==> config.mk <==
export PLATFORM = sky130hd
export DESIGN_NAME = tug_of_war_field
export DESIGN_NICKNAME = d
export VERILOG_FILES = /design/src/rtl/tug_of_war_field.sv
export SDC_FILE = /design/constraint.sdc
export NUM_CORES = 1
export LEC_CHECK = 0
export BUFFER_PORTS_ARGS = -buffer_cell sky130_fd_sc_hd__buf_2
export CORE_MARGIN = 4
export CORE_UTILIZATION = 50
export DETAILED_ROUTE_END_ITERATION = 10
export GPL_TIMING_DRIVEN = 0
export PLACE_DENSITY_LB_ADDON = 0.05
export SLEW_MARGIN = 20
export SYNTH_ARGS = -nofsm -noshare
export SYNTH_HDL_FRONTEND = slang
export SYNTH_SLANG_ARGS = --single-unit
==> constraint.sdc <==
create_clock -name clk -period 2.3 [get_ports clk]
set_clock_uncertainty 0.05 [all_clocks]
set_input_delay 0.115 -clock clk [delete_from_list [all_inputs] [get_ports clk]]
set_output_delay 0.115 -clock clk [all_outputs]
set_load 0.02 [all_outputs]
==> src/rtl/tug_of_war_field.sv <==
// tug_of_war_field: parametrised tug-of-war playfield.
// One lit LED moves left on L presses and right on R presses. Pulling it off
// either end wins a round, then the field goes dark for HOLD_CYC cycles.
// The game ends when a score reaches WIN_SCORE.
// Optional feature macro: TUG_HEX_EN adds registered active-low 7-segment
// score outputs hex_l/hex_r.
module tug_of_war_field #(
    parameter int NUM_LIGHTS = 9,
    parameter int SCORE_W    = 3,
    parameter int WIN_SCORE  = 7,
    parameter int HOLD_CYC   = 4
) (
    input  logic                clk,
    input  logic                reset,
    input  logic                L,
    input  logic                R,
    output logic [NUM_LIGHTS:1] LEDR,
    output logic [SCORE_W-1:0]  score_l,
    output logic [SCORE_W-1:0]  score_r,
    output logic                round_win_l,
    output logic                round_win_r,
    output logic                game_over
`ifdef TUG_HEX_EN
    ,
    output logic [6:0]          hex_l,
    output logic [6:0]          hex_r
`endif
);

    localparam int POS_W = $clog2(NUM_LIGHTS + 1);
    localparam int CNT_W = $clog2(HOLD_CYC + 1);
    localparam logic [POS_W-1:0]   POS_MAX   = POS_W'(NUM_LIGHTS);
    localparam logic [POS_W-1:0]   POS_MIN   = POS_W'(1);
    localparam logic [POS_W-1:0]   POS_CTR   = POS_W'((NUM_LIGHTS + 1) / 2);
    localparam logic [SCORE_W-1:0] SCORE_WIN = SCORE_W'(WIN_SCORE);
    localparam logic [CNT_W-1:0]   CNT_LOAD  = CNT_W'(HOLD_CYC - 1);

    typedef enum logic [1:0] {
        ST_PLAY = 2'd0,
        ST_HOLD = 2'd1,
        ST_OVER = 2'd2
    } state_t;

    state_t               r_state;
    logic [POS_W-1:0]     r_pos;
    logic [CNT_W-1:0]     r_cnt;
    logic [NUM_LIGHTS:1]  r_ledr;
    logic [SCORE_W-1:0]   r_score_l;
    logic [SCORE_W-1:0]   r_score_r;
    logic                 r_win_l;
    logic                 r_win_r;
    logic                 r_game_over;
    logic                 r_l_prev;
    logic                 r_r_prev;

    logic                 w_press_l;
    logic                 w_press_r;
    logic                 w_move_l;
    logic                 w_move_r;
    logic [POS_W-1:0]     w_pos_inc;
    logic [POS_W-1:0]     w_pos_dec;
    logic [SCORE_W-1:0]   w_score_l_inc;
    logic [SCORE_W-1:0]   w_score_r_inc;

    // Lamp pattern for a playfield position: exactly one bit set at index pos.
    function automatic logic [NUM_LIGHTS:1] f_onehot(input logic [POS_W-1:0] pos);
        logic [NUM_LIGHTS:1] v;
        v = {NUM_LIGHTS{1'b0}};
        for (int i = 1; i <= NUM_LIGHTS; i++) begin
            if (pos == POS_W'(i)) begin
                v[i] = 1'b1;
            end else begin
                v[i] = 1'b0;
            end
        end
        return v;
    endfunction

    // Rising-edge press detection; simultaneous presses cancel out.
    assign w_press_l     = L & ~r_l_prev;
    assign w_press_r     = R & ~r_r_prev;
    assign w_move_l      = w_press_l & ~w_press_r;
    assign w_move_r      = w_press_r & ~w_press_l;
    assign w_pos_inc     = r_pos + POS_W'(1);
    assign w_pos_dec     = r_pos - POS_W'(1);
    assign w_score_l_inc = r_score_l + SCORE_W'(1);
    assign w_score_r_inc = r_score_r + SCORE_W'(1);

    // Press history, playfield movement, scoring and game phase sequencing.
    always_ff @(posedge clk or negedge reset) begin
        if (!reset) begin
            r_state     <= ST_PLAY;
            r_pos       <= POS_CTR;
            r_ledr      <= f_onehot(POS_CTR);
            r_cnt       <= CNT_W'(0);
            r_score_l   <= SCORE_W'(0);
            r_score_r   <= SCORE_W'(0);
            r_win_l     <= 1'b0;
            r_win_r     <= 1'b0;
            r_game_over <= 1'b0;
            r_l_prev    <= 1'b0;
            r_r_prev    <= 1'b0;
        end else begin
            r_l_prev <= L;
            r_r_prev <= R;
            r_win_l  <= 1'b0;
            r_win_r  <= 1'b0;
            case (r_state)
                ST_PLAY: begin
                    if (w_move_l) begin
                        if (r_pos == POS_MAX) begin
                            r_score_l <= w_score_l_inc;
                            r_win_l   <= 1'b1;
                            r_ledr    <= {NUM_LIGHTS{1'b0}};
                            if (w_score_l_inc == SCORE_WIN) begin
                                r_state     <= ST_OVER;
                                r_game_over <= 1'b1;
                            end else begin
                                r_state <= ST_HOLD;
                                r_cnt   <= CNT_LOAD;
                            end
                        end else begin
                            r_pos  <= w_pos_inc;
                            r_ledr <= f_onehot(w_pos_inc);
                        end
                    end else if (w_move_r) begin
                        if (r_pos == POS_MIN) begin
                            r_score_r <= w_score_r_inc;
                            r_win_r   <= 1'b1;
                            r_ledr    <= {NUM_LIGHTS{1'b0}};
                            if (w_score_r_inc == SCORE_WIN) begin
                                r_state     <= ST_OVER;
                                r_game_over <= 1'b1;
                            end else begin
                                r_state <= ST_HOLD;
                                r_cnt   <= CNT_LOAD;
                            end
                        end else begin
                            r_pos  <= w_pos_dec;
                            r_ledr <= f_onehot(w_pos_dec);
                        end
                    end else begin
                        r_ledr <= f_onehot(r_pos);
                    end
                end
                ST_HOLD: begin
                    // Counter was loaded with HOLD_CYC-1 on the win edge, so the
                    // field is dark for HOLD_CYC cycles in total.
                    if (r_cnt == CNT_W'(0)) begin
                        r_state <= ST_PLAY;
                        r_pos   <= POS_CTR;
                        r_ledr  <= f_onehot(POS_CTR);
                    end else begin
                        r_cnt  <= r_cnt - CNT_W'(1);
                        r_ledr <= {NUM_LIGHTS{1'b0}};
                    end
                end
                ST_OVER: begin
                    r_ledr      <= {NUM_LIGHTS{1'b0}};
                    r_game_over <= 1'b1;
                end
                default: begin
                    r_state <= ST_PLAY;
                    r_pos   <= POS_CTR;
                    r_ledr  <= f_onehot(POS_CTR);
                    r_cnt   <= CNT_W'(0);
                end
            endcase
        end
    end

    assign LEDR        = r_ledr;
    assign score_l     = r_score_l;
    assign score_r     = r_score_r;
    assign round_win_l = r_win_l;
    assign round_win_r = r_win_r;
    assign game_over   = r_game_over;

`ifdef TUG_HEX_EN
    logic [6:0] r_hex_l;
    logic [6:0] r_hex_r;

    // Active-low 7-segment glyphs 0-F, segment order {g,f,e,d,c,b,a}.
    function automatic logic [6:0] f_seg(input logic [3:0] v);
        logic [6:0] s;
        case (v)
            4'h0:    s = 7'b1000000;
            4'h1:    s = 7'b1111001;
            4'h2:    s = 7'b0100100;
            4'h3:    s = 7'b0110000;
            4'h4:    s = 7'b0011001;
            4'h5:    s = 7'b0010010;
            4'h6:    s = 7'b0000010;
            4'h7:    s = 7'b1111000;
            4'h8:    s = 7'b0000000;
            4'h9:    s = 7'b0010000;
            4'hA:    s = 7'b0001000;
            4'hB:    s = 7'b0000011;
            4'hC:    s = 7'b1000110;
            4'hD:    s = 7'b0100001;
            4'hE:    s = 7'b0000110;
            4'hF:    s = 7'b0001110;
            default: s = 7'b1111111;
        endcase
        return s;
    endfunction

    // Score displays trail the score registers by one cycle.
    always_ff @(posedge clk or negedge reset) begin
        if (!reset) begin
            r_hex_l <= 7'b1000000;
            r_hex_r <= 7'b1000000;
        end else begin
            r_hex_l <= f_seg(4'(r_score_l));
            r_hex_r <= f_seg(4'(r_score_r));
        end
    end

    assign hex_l = r_hex_l;
    assign hex_r = r_hex_r;
`endif

endmodule

### Yosys cells after proc, flatten, opt, wreduce, memory -nomap -nowiden

Index checks and enable logic that the tools add are counted.
W data, S select, Z words.

| operators by class | value |
|---|---|
| reductions and logical operators | 9 |
| muxes and demuxes | 67 |
| bitwise operators | 10 |
| add/sub/neg operators | 5 |
| equality and inequality tests | 42 |

Operators by type and width:

| kind | number |
|---|---|
| $eq A4 B3 Y1 const B | 12 |
| $mux W1 | 38 |
| $mux W9 | 4 |
| $ne A3 B3 Y1 const B | 9 |
| $pmux W9 S3 | 1 |
| $eq A4 B2 Y1 const B | 6 |
| $eq A4 B4 Y1 const B | 6 |
| $mux W3 | 7 |
| $mux W4 | 5 |
| $mux W2 | 7 |
| $eq A4 B1 Y1 const B | 3 |
| $pmux W4 S3 | 1 |
| $reduce_and A5 Y1 | 2 |
| $pmux W3 S3 | 1 |
| $reduce_and A7 Y1 | 1 |
| $add A3 B1 Y3 const B | 2 |
| $eq A3 B3 Y1 const B | 2 |
| $not A1 Y1 | 6 |
| $pmux W2 S3 | 1 |
| $reduce_and A6 Y1 | 1 |
| $mux W5 | 1 |
| $add A4 B1 Y4 const B | 1 |
| $and A1 B1 Y1 | 4 |
| $ne A2 B2 Y1 const B | 2 |
| other kinds (10) | 10 |

| storage, ports and cells | value |
|---|---|
| register bits after elaboration | 29 |
| bits of input ports | 4 |
| word-level logic and storage cells | 144 |

### Longest topological paths before layout

| depth | value |
|---|---|
| word-level depth | 7 |
| mapped depth | 9 |

### Worst setup path before layout

No wires, ideal clock.

| timing | value |
|---|---|
| kind | reg2reg |
| start | register r_pos[0] |
| end | register r_ledr (netlist bit LEDR[2]) |
| required time | 2.156 ns |
| path slack | -0.002 ns |
| clock period less this slack | 2.302 ns |
| path buffers | 1 |
| data arrival time | 2.158 ns |
| cell stages (with the launch flop) | 8 |
| setup time | 0.094 ns |
| cell sequence | dfstp_2 clkbuf_1 inv_1 ha_1 or2_2 o41ai_1 o211ai_1 a211oi_1 |

| on the way | value |
|---|---|
| longest elaborated chain between the ends | 7 |

Ends and longest elaborated chain:

| element | line | RTL |
|---|---|---|
| start, declared | 45 | `logic [POS_W-1:0] r_pos;` |
| start signal, assigned | 123 | `r_pos <= w_pos_inc;` |
| start signal, assigned | 139 | `r_pos <= w_pos_dec;` |
| $sub A4 B1 Y4 | 85 | `assign w_pos_dec = r_pos - POS_W'(1);` |
| $eq A4 B2 Y1 | 70 | `if (pos == POS_W'(i)) begin` |
| $mux W1 | 70 |  |
| $mux W9 | 127 | `if (r_pos == POS_MIN) begin` |
| $mux W9 | 126 | `end else if (w_move_r) begin` |
| $mux W9 * | 110 | `if (w_move_l) begin` |
| $pmux W9 S3 * | 108 | `case (r_state)` |
| end signal, assigned | 114 | `r_ledr <= {NUM_LIGHTS{1'b0}};` |
| end signal, assigned | 124 | `r_ledr <= f_onehot(w_pos_inc);` |
| end signal, assigned | 130 | `r_ledr <= {NUM_LIGHTS{1'b0}};` |
| end, declared | 47 | `logic [NUM_LIGHTS:1] r_ledr;` |

Mark *: on every way between the ends. The rest lies on a longest branch, timed or not.
A chain may end at the register's enable or synchronous reset.

### Worst setup path in the final report

| timing | value |
|---|---|
| start | register r_pos[0] |
| end | register r_ledr (netlist bit LEDR[3]) |

The elaborated chain is that of the path after synthesis.

==> impl_metrics.sql <==
INSERT INTO impl_metrics (metric_group, metric, value, unit) VALUES
('status', 'outcome', 'completed', ''),
('synth', 'synthesis.area', '2037', 'um2'),
('timing', 'timing.final.hold_violations', '0', ''),
('layout', 'instances_no_fill', '309', ''),
('flow_run', 'max_cap_violations', '0', ''),
('routing', 'vias', '1838', ''),
('critical_path', 'critPathMaxStageDelay', '0.57', 'ns'),
('timing', 'slew_headroom', '58.86', '%'),
('critical_path', 'start_point_of_the_critical_path', 'r_pos[0]', ''),
('layout', 'drive_above_1_share', '21.07', '%'),
('critical_path', 'critPathRequiredTime', '2.44', 'ns'),
('timing', 'max_slew.worst_pin.slew', '0.6171', 'ns'),
('global_route', 'initial_antenna_violation_count', '0', ''),
('die', 'height_of_the_die', '71.83', 'um'),
('critical_path', 'r2r_cells', '7', ''),
('timing', 'max_clock_freq', '454.4', 'MHz'),
('timing', 'timing.final.crit_period', '2.201', 'ns'),
('clock_network', 'tritoncts', 'done', ''),
('die', 'chipWidth', '71.83', 'um'),
('critical_path', 'setup.worst_path.end_class', 'register', ''),
('clock_network', 'clockRootBuffer', 'sky130_fd_sc_hd__clkbuf_8', ''),
('routing', 'detail_route.wirelength', '4864', 'um'),
('synth', 'yosys-mux-area-fraction', '2.518', '%'),
('routing', 'wl_per_cell', '15.74', 'um'),
('timing', 'timing_max_transition_violations_final', '0', ''),
('pwr', 'power_density', '1255', 'nW/um2'),
('critical_path', 'crit_path_top_delay_cell', 'sky130_fd_sc_hd__dfstp_2', ''),
('clock_network', 'htreeDepth', '2', ''),
('clock_network', 'clk_path_buf_depth', '2', ''),
('routing', 'drtAntennaViolNets', '0', ''),
('synth', 'share_of_the_yosys_chip_area_belonging_to_registers', '35.81', '%'),
('critical_path', 'crit_family', 'compound AO/OA/AOI/OAI gates', ''),
('critical_path', 'crit_buf_inv', '2', ''),
('die', 'ioPinCount', '22', ''),
('place', 'numPlacedInstances', '297', ''),
('place', 'dp_worst_setup_slack', '-0.2252', 'ns'),
('clock_network', 'worst_skew_pair.late_latency', '0.28', 'ns'),
('die', 'initial_core_util', '53.62', '%'),
('synth', 'synth-xor-area-share', '3.808', '%'),
('global_route', 'grt_pass1_vias', '1745', ''),
('routing', 'detail_route.vias_per_cell', '5.948', ''),
('routing', 'drc', '0', ''),
('pwr', 'total_leakage_power', '1.086', 'nW'),
('synth', 'post_synth_simple_gate_area', '18.98', '%'),
('clock_network', 'clkSlewWorstSetupHoldPaths', '0.07', 'ns'),
('layout', 'syn2layout_area_growth', '17.44', '%'),
('critical_path', 'regToRegStartpoint', 'r_pos[0]', ''),
('synth', 'largest_family_of_logic_cells_by_synthesized_area', 'compound AO/OA/AOI/OAI gates', ''),
('layout', 'antenna-diode-count', '0', ''),
('synth', 'post_synth.cell_area_avg', '8.934', 'um2'),
('place', 'gp_routability_congestion', '0.9554', ''),
('routing', 'detailedRoute.firstPassIterationCount', '5', ''),
('critical_path', 'critical_path.max_fanout', '10', ''),
('synth', 'postSynthNetCount', '246', ''),
('die', 'core', '3799', 'um2'),
('place', 'post-dp-hpwl', '3506', 'um'),
('pwr', 'vdd.ir_drop.worst', '0.0005765', 'V'),
('critical_path', 'critical_path.reg2reg.endpoint', 'LEDR[3]', ''),
('clock_network', 'cts-buffers-inserted', '5', ''),
('synth', 'async_reset_ff_share', '100.0', '%'),
('critical_path', 'critical_path.startpoint_type', 'register', ''),
('synth', 'synth_compound_area_share', '22.97', '%'),
('critical_path', 'crit_chain', 'buf_6 -> inv_1 -> ha_2 -> or2_4 -> o41ai_4 -> o211ai_1 -> a211oi_1', ''),
('die', 'die_area', '5159', 'um2'),
('timing', 'final_critical_path_setup_slack', '0.09923', 'ns'),
('synth', 'ys_warn_count', '0', ''),
('synth', 'synth_edf_count', '0', ''),
('die', 'num_rows', '22', ''),
('critical_path', 'crit_end', 'LEDR[3]', ''),
('global_route', 'grt_max_degree', '30', ''),
('synth', 'postSynth.topFlopCell', 'sky130_fd_sc_hd__dfrtp_1', '');
final cells by class:
type	instances	area, um2
Tap cell	48	60.06
Multi-Input combinational cell	166	1207
Buffer	16	95.09
Clock buffer	7	86.33
Timing Repair Buffer	26	150.1
Sequential cell	29	729.5
Inverter	17	63.81
Fill cell	340	1406
registers in the layout, summed over array words and instances (netlist names):
register	count
round_win_l	1
score_l	3
r_state	2
game_over	1
r_r_prev	1
score_r	3
r_l_prev	1
r_pos	4
LEDR	9
r_cnt	3
round_win_r	1
worst min path at each step:
stage / startpoint / end / slack [ns] / depth (start not counted)
3_3_place_gp: reset / score_r[2] / 0.12 / 1
4_1_cts: reset / LEDR[3] / 0.36 / 2
3_5_place_dp: reset / score_l[2] / 0.12 / 1
2_1_floorplan: reset / LEDR[1] / -0.23 / 0
6_report: reset / LEDR[3] / 0.33 / 2
5_1_grt: reset / LEDR[3] / 0.41 / 2
per-layer routing:
layer  wire, um  share of wire (%)  global-route usage (%)  vias up
met4         96                2.0                   8.351        0
li1           -                  -                       -      885
met3        390                8.0                   5.049       14
met2       2258                 46                   31.43       84
met1       2118                 44                   26.56      855
met5          0                  0                       0        -
per-stage QoR:
stage                     hold slack (ns)  total power, mW  area (um2)  util, %    TNS, ns
after global routing               0.4075            3.247        2392    62.98  -0.009134
after floorplan                   -0.2306            2.037        2044        -          0
final                              0.3281            3.003        2392    62.98          0
after CTS                          0.3637            2.922        2346    61.76          0
after detailed placement           0.1209            2.450        2210    58.17    -0.8817
after global placement             0.1150            2.444        2210    58.17    -0.9819
cells in the final DEF, fill, tap and decap left out, types with 2 or more instances in the layout:
cell type,instances
sky130_fd_sc_hd__o21a_1,2
sky130_fd_sc_hd__dfrtp_1,26
sky130_fd_sc_hd__ha_1,13
sky130_fd_sc_hd__clkbuf_2,2
sky130_fd_sc_hd__a211oi_1,2
sky130_fd_sc_hd__a21oi_1,9
sky130_fd_sc_hd__a32o_1,4
sky130_fd_sc_hd__o21ai_0,12
sky130_fd_sc_hd__nand3b_1,2
sky130_fd_sc_hd__a31oi_1,11
sky130_fd_sc_hd__buf_6,4
sky130_fd_sc_hd__dlygate4sd3_1,3
sky130_fd_sc_hd__clkbuf_1,8
sky130_fd_sc_hd__nand2b_1,8
sky130_fd_sc_hd__buf_2,23
sky130_fd_sc_hd__nor2_1,9
sky130_fd_sc_hd__o211ai_1,6
sky130_fd_sc_hd__inv_1,16
sky130_fd_sc_hd__xor2_1,2
sky130_fd_sc_hd__xor2_2,2
sky130_fd_sc_hd__clkbuf_8,6
sky130_fd_sc_hd__xnor2_1,4
sky130_fd_sc_hd__nand2_1,17
sky130_fd_sc_hd__o31ai_1,2
sky130_fd_sc_hd__nor2b_1,5
sky130_fd_sc_hd__nand3_1,12
sky130_fd_sc_hd__o21ai_1,2
sky130_fd_sc_hd__mux2i_1,4
sky130_fd_sc_hd__buf_4,2
sky130_fd_sc_hd__o22ai_1,2
sky130_fd_sc_hd__nand4_1,3
sky130_fd_sc_hd__or2_2,2
sky130_fd_sc_hd__nor3_1,3
sky130_fd_sc_hd__o41a_1,2
sky130_fd_sc_hd__dfstp_2,3
worst reg2reg max path, stage by stage, from the launching register on:
cell and delay (ns):
sky130_fd_sc_hd__dfstp_2 0.57, sky130_fd_sc_hd__buf_6 0.14, sky130_fd_sc_hd__inv_1 0.07, sky130_fd_sc_hd__ha_2 0.22, sky130_fd_sc_hd__or2_4 0.27, sky130_fd_sc_hd__o41ai_4 0.44
sky130_fd_sc_hd__o211ai_1 0.12, sky130_fd_sc_hd__a211oi_1 0.23
what timing repair did:
item | 4_1_cts | 5_1_grt
hold buffers | 3 | 0
pin swaps | 0 | 3
gates resized for setup | 5 | 11
buffers inserted | 0 | 2
endpoints found under the hold margin | 28 | 0
endpoints found under the setup margin | 6 | 10
cloned | 0 | 0
where the power goes:
group	total [mW]	switching [mW]	leakage, nW	internal, mW
clock	0.422	0.185	0.0443	0.237
combinational	1.77	1.09	0.679	0.673
sequential	0.814	0.127	0.362	0.687
cells in the mapped netlist, types with 2 or more instances:
master | n | area [um2]
sky130_fd_sc_hd__or2_2 | 3 | 18.77
sky130_fd_sc_hd__xor2_1 | 3 | 26.28
sky130_fd_sc_hd__nor2b_1 | 5 | 31.28
sky130_fd_sc_hd__nand2b_1 | 8 | 50.05
sky130_fd_sc_hd__o21a_1 | 2 | 15.01
sky130_fd_sc_hd__xnor2_1 | 4 | 35.03
sky130_fd_sc_hd__nand2_1 | 17 | 63.81
sky130_fd_sc_hd__clkbuf_1 | 9 | 33.78
sky130_fd_sc_hd__a32o_1 | 4 | 40.04
sky130_fd_sc_hd__o41a_1 | 2 | 22.52
sky130_fd_sc_hd__buf_1 | 2 | 7.510
sky130_fd_sc_hd__nand4_1 | 3 | 18.77
sky130_fd_sc_hd__nor3_1 | 4 | 20.02
sky130_fd_sc_hd__ha_1 | 14 | 175.2
sky130_fd_sc_hd__o211ai_1 | 6 | 45.04
sky130_fd_sc_hd__dfstp_2 | 3 | 78.83
sky130_fd_sc_hd__mux2i_1 | 4 | 40.04
sky130_fd_sc_hd__a31oi_1 | 11 | 68.82
sky130_fd_sc_hd__o22ai_1 | 2 | 12.51
sky130_fd_sc_hd__buf_2 | 2 | 10.01
sky130_fd_sc_hd__nor2_1 | 9 | 33.78
sky130_fd_sc_hd__inv_1 | 16 | 60.06
sky130_fd_sc_hd__nand3_1 | 12 | 60.06
sky130_fd_sc_hd__dfrtp_1 | 26 | 650.6
sky130_fd_sc_hd__nand3b_1 | 2 | 15.01
sky130_fd_sc_hd__o31ai_1 | 2 | 15.01
sky130_fd_sc_hd__buf_6 | 3 | 33.78
sky130_fd_sc_hd__a21oi_1 | 9 | 45.04
sky130_fd_sc_hd__o21ai_0 | 14 | 70.07
sky130_fd_sc_hd__a211oi_1 | 3 | 22.52
logic make-up after synthesis:
group           count (synthesis)
xor+xnor                        8
compound gates                 67
buf+inv                        33
fa+ha+maj                      14
flops                          29
mux                             5
simple gates                   72
(Power assumes the default switching activity.)
